## config.mk

```make
export PLATFORM = sky130hd
export DESIGN_NAME = inst_fetch
export DESIGN_NICKNAME = d
export VERILOG_FILES = /design/src/rtl/inst_fetch.sv
export SDC_FILE = /design/constraint.sdc
export NUM_CORES = 1
export LEC_CHECK = 0
export CAP_MARGIN = 40
export CELL_PAD_IN_SITES_DETAIL_PLACEMENT = 1
export CELL_PAD_IN_SITES_GLOBAL_PLACEMENT = 1
export CORE_ASPECT_RATIO = 0.75
export CORE_MARGIN = 3
export CORE_UTILIZATION = 32
export CTS_CLUSTER_DIAMETER = 120
export DETAILED_ROUTE_END_ITERATION = 8
export PLACE_DENSITY_LB_ADDON = 0.1
export SETUP_SLACK_MARGIN = 0.02
export SLEW_MARGIN = 25
export SYNTH_ARGS = -nofsm -noshare
export SYNTH_HDL_FRONTEND = slang
export SYNTH_SLANG_ARGS = --single-unit
```

## constraint.sdc

```tcl
create_clock -name clk -period 2.55 [get_ports clk]
set_input_delay 0.51 -clock clk [delete_from_list [all_inputs] [get_ports clk]]
set_output_delay 0.51 -clock clk [all_outputs]
set_load 0.05 [all_outputs]
```

## src/rtl/inst_fetch.sv

```systemverilog
`default_nettype none
// ============================================================================
//  Module   : inst_fetch
//  Purpose  : Fetch stage feeding the instruction buffer. Holds the fetch PC,
//             issues one aligned 8-byte request at a time to instruction
//             memory and presents up to two instructions (with PCs) to the
//             buffer. Handles branch redirects, including discarding a stale
//             in-flight response, and throttles on instbuf_full.
//  Ports    :
//    clk, rst                 clock / synchronous active-high reset
//    imem_req, imem_addr      request strobe and 8-byte aligned address
//    imem_rvalid, imem_rdata* response (one per request, latency >= 1)
//    inst_out*, pc_out*       instruction packet towards the buffer
//    out_valid1, out_valid2   slot valids (slot 2 only with slot 1)
//    instbuf_full             buffer cannot accept a packet this cycle
//    branch_flag, branch_pc   redirect request and target (highest priority)
//  Revision : 1.0  initial release
// ============================================================================
module inst_fetch #(
  parameter int              PC_W     = 32,
  parameter int              INST_W   = 32,
  parameter logic [PC_W-1:0] RESET_PC = '0
) (
  input  logic              clk,
  input  logic              rst,
  // instruction memory
  output logic              imem_req,
  output logic [PC_W-1:0]   imem_addr,
  input  logic              imem_rvalid,
  input  logic [INST_W-1:0] imem_rdata1,
  input  logic [INST_W-1:0] imem_rdata2,
  // instruction buffer
  output logic [INST_W-1:0] inst_out1,
  output logic [INST_W-1:0] inst_out2,
  output logic [PC_W-1:0]   pc_out1,
  output logic [PC_W-1:0]   pc_out2,
  output logic              out_valid1,
  output logic              out_valid2,
  input  logic              instbuf_full,
  // redirect
  input  logic              branch_flag,
  input  logic [PC_W-1:0]   branch_pc
);

  typedef enum logic [1:0] {
    S_IDLE = 2'd0,  // ready to issue a request
    S_WAIT = 2'd1,  // request outstanding
    S_HOLD = 2'd2,  // packet presented to the buffer
    S_DROP = 2'd3   // outstanding response must be discarded
  } state_t;

  state_t              state_q, state_d;
  logic [PC_W-1:0]     pc_q, pc_d;
  logic [INST_W-1:0]   inst1_q, inst1_d;
  logic [INST_W-1:0]   inst2_q, inst2_d;
  logic [PC_W-1:0]     pcout1_q, pcout1_d;
  logic [PC_W-1:0]     pcout2_q, pcout2_d;
  logic                valid1_q, valid1_d;
  logic                valid2_q, valid2_d;

  logic                req;
  logic                transfer;
  logic [PC_W-4:0]     line_inc;
  logic [PC_W-1:0]     branch_tgt;
  logic                unused_bits;

  // Branch targets are word aligned; the low two bits are discarded.
  assign branch_tgt  = {branch_pc[PC_W-1:2], 2'b00};
  assign unused_bits = ^branch_pc[1:0];

  // Next 8-byte line; wraps to zero past the top of the address space.
  assign line_inc = pc_q[PC_W-1:3] + {{(PC_W-4){1'b0}}, 1'b1};

  assign req      = (state_q == S_IDLE) && !instbuf_full && !branch_flag && !rst;
  assign transfer = valid1_q && !instbuf_full && !branch_flag;

  always_comb begin
    state_d  = state_q;
    pc_d     = pc_q;
    inst1_d  = inst1_q;
    inst2_d  = inst2_q;
    pcout1_d = pcout1_q;
    pcout2_d = pcout2_q;
    valid1_d = valid1_q;
    valid2_d = valid2_q;

    if (branch_flag) begin
      pc_d = branch_tgt;
      unique case (state_q)
        S_IDLE: state_d = S_IDLE;
        // A response in the branch cycle belongs to the old stream and is
        // simply not captured; otherwise one response is still owed.
        S_WAIT: state_d = imem_rvalid ? S_IDLE : S_DROP;
        S_HOLD: begin
          valid1_d = 1'b0;
          valid2_d = 1'b0;
          state_d  = S_IDLE;
        end
        S_DROP: state_d = imem_rvalid ? S_IDLE : S_DROP;
        default: state_d = S_IDLE;
      endcase
    end else begin
      unique case (state_q)
        S_IDLE: begin
          if (req) begin
            state_d = S_WAIT;
          end
        end
        S_WAIT: begin
          if (imem_rvalid) begin
            if (!pc_q[2]) begin
              inst1_d  = imem_rdata1;
              pcout1_d = pc_q;
              inst2_d  = imem_rdata2;
              // pc is 8-byte aligned here, so +4 only sets bit 2
              pcout2_d = {pc_q[PC_W-1:3], 3'b100};
              valid1_d = 1'b1;
              valid2_d = 1'b1;
            end else begin
              // Entered mid-pair: only the upper word is on the path.
              inst1_d  = imem_rdata2;
              pcout1_d = pc_q;
              inst2_d  = '0;
              pcout2_d = '0;
              valid1_d = 1'b1;
              valid2_d = 1'b0;
            end
            pc_d    = {line_inc, 3'b000};
            state_d = S_HOLD;
          end
        end
        S_HOLD: begin
          // Captured responses are held until the buffer takes them.
          if (transfer) begin
            valid1_d = 1'b0;
            valid2_d = 1'b0;
            state_d  = S_IDLE;
          end
        end
        S_DROP: begin
          if (imem_rvalid) begin
            state_d = S_IDLE;
          end
        end
        default: state_d = S_IDLE;
      endcase
    end
  end

  always_ff @(posedge clk) begin
    if (rst) begin
      state_q  <= S_IDLE;
      pc_q     <= RESET_PC;
      inst1_q  <= '0;
      inst2_q  <= '0;
      pcout1_q <= '0;
      pcout2_q <= '0;
      valid1_q <= 1'b0;
      valid2_q <= 1'b0;
    end else begin
      state_q  <= state_d;
      pc_q     <= pc_d;
      inst1_q  <= inst1_d;
      inst2_q  <= inst2_d;
      pcout1_q <= pcout1_d;
      pcout2_q <= pcout2_d;
      valid1_q <= valid1_d;
      valid2_q <= valid2_d;
    end
  end

  assign imem_req   = req;
  assign imem_addr  = {pc_q[PC_W-1:3], 3'b000};
  assign inst_out1  = inst1_q;
  assign inst_out2  = inst2_q;
  assign pc_out1    = pcout1_q;
  assign pc_out2    = pcout2_q;
  assign out_valid1 = valid1_q;
  assign out_valid2 = valid2_q;

endmodule
`default_nettype wire

```

-- Word-level counts from Yosys, hierarchy flattened
Index checks and enable logic that the tools add are counted.
- bits in registers: 160
- input bits: 101
- output and inout port bits: 163
- word-level logic and storage cells: 59
- add/subtract/negate cells: 1
- eq/ne operators: 8
- mux-type cells: 23
- bitwise logic cells: 1
- reductions and logical operators: 18
- operator list (kind ; number):
    32-bit two-way mux ; 6
    29-bit by 1-bit adder with 29-bit output (second input constant) ; 1
    2-bit two-way mux ; 6
    3-bit != test (second input constant) ; 4
    2-bit case mux with 4 select lines ; 1
    4-bit AND reduction ; 2
    1-bit two-way mux ; 7
    2-bit nonzero test ; 3
    1-bit logical AND ; 5
    2-bit == test (second input constant) ; 2
    1-bit case mux with 2 select lines ; 2
    2-bit case mux with 2 select lines ; 1
    2-bit OR reduction ; 2
    1-bit logical NOT ; 3
    3-bit AND reduction ; 1
    2-bit by 1-bit == test with 1-bit output (second input constant) ; 1
    2-bit logical NOT ; 1
    2-bit by 1-bit != test with 1-bit output (second input constant) ; 1
    2-bit AND reduction ; 1
    1-bit inverter ; 1

-- Depth between registers and ports, before layout
- word-level depth: 7
- depth in mapped cells: 9
- mapped depth without buffers: 6

-- Worst setup path after synthesis
Ideal clock, no wire load.
- kind: input to output
- from: input rst
- to: output imem_req
- arrival time: 1.985 ns
- data required time: 2.040 ns
- setup slack: 0.055 ns
- cell stages on the path: 3
- path buffers: 2
- cells stage by stage: clkbuf_1 > clkbuf_1 > nor3_1
- word-level cells in the longest chain between the ends: 2
- ends and longest elaborated chain (what ; line ; text):
    from (decl) ; 25 ; input logic rst,
    1-bit logical NOT ; 74 ; assign req = (state_q == S_IDLE) && !instbuf_full && !branch_flag && !rst;
    1-bit logical AND ; 74 ;
    to (decl) ; 27 ; output logic imem_req,
No other way between the ends.

-- Final worst setup path
- from: register pc_q[5]
- to: output imem_addr[5]
- RTL lines (what ; line ; text):
    from (decl) ; 53 ; logic [PC_W-1:0] pc_q, pc_d;
    from (signal assigned) ; 162 ; pc_q <= pc_d;
    to (decl) ; 28 ; output logic [PC_W-1:0] imem_addr,
No word-level cell between the ends.

==> results.rst <==
.. list-table::
   :header-rows: 1

   * - Metric
     - Value
   * - Hold buffers post-CTS
     - 0
   * - Count of final hold-check violations
     - 0
   * - CTS resizes
     - 0
   * - Total power after layout
     - 6.77 mW
   * - Depth of the CTS H-tree
     - 4
   * - Leak
     - 3.53 nW
   * - Compound-gate portion of the synthesized area
     - 17.1%
   * - Initial antenna violation count
     - 1
   * - HP Start
     - branch_flag
   * - Origin of the critical flop-to-flop path
     - state_q[1]$_SDFFE_PP0P_
   * - TritonCTS buffer count
     - 17
   * - Global-route total usage across every layer
     - 19.9%
   * - Count of buffers from port buffering
     - 254
   * - Number of different library cells in the post-synthesis netlist
     - 46
   * - Detailed router's first-iteration violation count
     - 295
   * - Number of antenna-violating nets in the routed design
     - 0
   * - Critical path cell sequence
     - clkdlybuf4s50_1
   * - Leading cell type in the layout, fill and taps excluded
     - clkdlybuf4s50_1
   * - CTS Root Cell
     - clkbuf_16
   * - Adder-Cell Fraction of Synth Area
     - 0.879%
   * - Final Cycle Share
     - 93.3%
   * - Pin count of the biggest net entering global routing
     - 58
   * - Layout Area Growth over Synthesis
     - 46.8%
   * - Count of cells along the worst register-to-register path
     - 6
   * - Worst vdd ir
     - 0.000448 V
   * - Number of max-cap violations
     - 0
   * - Final #Nets
     - 1150
   * - Register bit total from synthesis
     - 158
   * - Cell count of the worst hold path
     - 2
   * - Highest net fanout along the worst path
     - 7
   * - Std-Cell Rows
     - 46
   * - Required time worst endpoint
     - 2.04 ns
   * - Relative slew margins
     - 51.3%
   * - Hold path endpoint
     - pc_q[18]$_SDFFE_PP0P_
   * - I/O pin count
     - 264
   * - Initial cell density of the core
     - 33.2%
   * - Routability congestion estimate
     - 0.746
   * - Top delay family on crit path
     - buffers and inverters
   * - Grt ovf
     - 0
   * - Count of endpoints failing setup in the final report
     - 0
   * - Most frequent cells in the layout
     - 251 x clkdlybuf4s50_1, 157 x dfxtp_1, 109 x nor2_1
   * - Total count of max-transition violations in the final report
     - 0
   * - Height of the chip
     - 135 um
   * - Placeable core region
     - 21500 sq um
   * - Total via count after detailed routing
     - 6755
   * - Critical-path cell with the highest stage delay
     - clkdlybuf4s50_1
   * - Detailed Routing Iterations Pass 1
     - 4
   * - Worst EP arrival
     - 1.87 ns
   * - Post-DR vias/cell
     - 5.02
   * - Final core occ
     - 48.7%
   * - Power density cells
     - 647 nW/um^2
   * - Final WL
     - 24200 um
   * - Unrepaired setup endpoints after global routing
     - no
   * - Fraction of layout cells with a size suffix above 1
     - 7.19%
   * - Share of synthesized cell area in and, or, nand and nor gates
     - 23.2%
   * - Kind of critical path
     - reg -> out
   * - Main combinational cell family by area after synthesis
     - simple AND/OR/NAND/NOR gates
   * - Setup repair bufs after CTS
     - 0
   * - First-pass GRT wire length
     - 38100 um
   * - Summed negative setup slack over all endpoints
     - 0 ns
   * - Class of the tightest hold or removal check
     - in -> reg
   * - Clock Path Buffers
     - 2
   * - Crit path launch
     - pc_q[5]$_SDFFE_PP0P_
   * - Min Tclk post-route
     - 2.38 ns
   * - Post-Syn Area
     - 7120 sq um
   * - Endpoint of the lowest-slack register-to-register path
     - pc_q[21]$_SDFFE_PP0P_
   * - Die area
     - 24100 sq um
   * - Xor and xnor fraction of the mapped netlist area
     - 1.23%
   * - Worst hold margin
     - 0.437 ns
   * - Buffers plus inverters on the worst setup path
     - 1
   * - Slew at the pin with the worst max-slew slack
     - 0.724 ns
   * - Sinks on the clock net
     - 158
   * - Final clock skew
     - 0.0136 ns
   * - Die X
     - 178 um
   * - Delay of the slowest critical-path stage
     - 0.90 ns
   * - Multiplexer fraction of the synthesized cell area
     - 4.50%
   * - TritonCTS clock tree
     - built
   * - Number of global-route vias before repair
     - 6750
   * - Type of element capturing the critical path
     - primary output
   * - Avg WL per Cell
     - 18.0 um
   * - Fmax
     - 420 MHz
   * - Run status
     - completed
   * - Clock transition at the registers of the reported paths
     - 0.07 ns
   * - DR DRC count
     - 0
   * - Detailed placer's ending HPWL
     - 16900 um
   * - Warnings from Yosys
     - 0
   * - Later-pin clock latency in the skew report
     - 0.43 ns
   * - Startpoint types
     - register
   * - Worst-case register-to-register setup slack
     - 0.33 ns
   * - Mean area per synthesized cell
     - 8.41 sq um
   * - Cell count after synthesis
     - 847
   * - Post-synthesis sequential area ratio
     - 44.4%
==> where the power goes <==
| group | switching, mW | internal [mW] |
|---|---|---|
| clock | 1.14 | 1.49 |
| combinational | 0.862 | 0.555 |
| sequential | 0.130 | 2.59 |
| total | 2.13 | 4.63 |
==> how the worst max path moves through the flow <==
stage                                 end  slack (ns)  depth (start not counted)
global route                 imem_addr[5]        0.09                          1
global placement    pc_q[21]$_SDFFE_PP0P_        0.11                          5
finish                       imem_addr[5]        0.17                          1
floorplan                        imem_req        0.05                          3
CTS                          imem_addr[5]        0.14                          1
detailed placement  pc_q[21]$_SDFFE_PP0P_        0.06                          5
==> logic make-up (layout without fill, tap and decap cells) <==
family | Yosys count | count (layout)
AO/OA/AOI/OAI | 194 | 194
XOR/XNOR | 10 | 10
adder cells (fa/ha/maj) | 5 | 5
buffers and inverters | 124 | 328
flip-flops | 158 | 158
multiplexers | 32 | 32
other | 1 | 8
AND/OR/NAND/NOR | 323 | 323
==> synth_stat cells, drive strengths merged <==
cell type	instances	share of area, %
a21o	1	0.11
o21a	3	0.32
mux2i	32	4.5
dfxtp	158	44
o21ai	14	0.98
a2111oi	6	0.91
a311o	2	0.28
xnor2	10	1.2
a31oi	2	0.18
o31a	2	0.25
a311oi	6	0.74
nor2	110	5.8
o2111ai	1	0.12
nand2b	3	0.26
nor3	15	1.1
buf	50	4.7
inv	15	0.79
nand3	8	0.70
nor4	8	0.88
o2bb2ai	1	0.12
ha	5	0.88
a211oi	50	5.3
or2	1	0.088
and3	3	0.26
nand2	84	4.4
conb	1	0.053
or3	6	0.53
nor2b	5	0.44
o221ai	1	0.12
a21oi	102	7.2
nand3b	2	0.21
or4	2	0.32
nor3b	57	6.0
nand4	11	1.2
a221oi	3	0.54
and4	8	1.0
clkbuf	59	3.1
==> flip-flops by register name, summed over array words and instances, names as in the netlist <==
register,cells
state_q,2
inst_out2,32
pc_out2,30
inst_out1,32
out_valid2,1
out_valid1,1
pc_q,30
pc_out1,30
==> layer usage <==
metal	global-route usage, %	routed length (um)
met1	26.7	11400
met2	30.8	10700
met5	0	13
met3	7.96	1980
met4	3.24	138
==> area by class of cell <==
cell class              instances  area, sq um
fillers                      2482        11000
multi-input cells             571         3370
flip-flops and latches        158         3170
repair buffers                281         2900
clock buffers                  19          443
well taps                     288          360
clock inverters                13          155
inverters                      15         56.3
diodes                          1         2.50
==> stage by stage <==
stage	area, sq um	setup slack, ns	instances
floorplan	7140	0.0550	853
global route	10500	0.0860	1345
detailed placement	9850	0.0562	1313
finish	10500	0.172	1346
global placement	9850	0.106	1313
CTS	10500	0.137	1345
(Power assumes the default switching activity.)
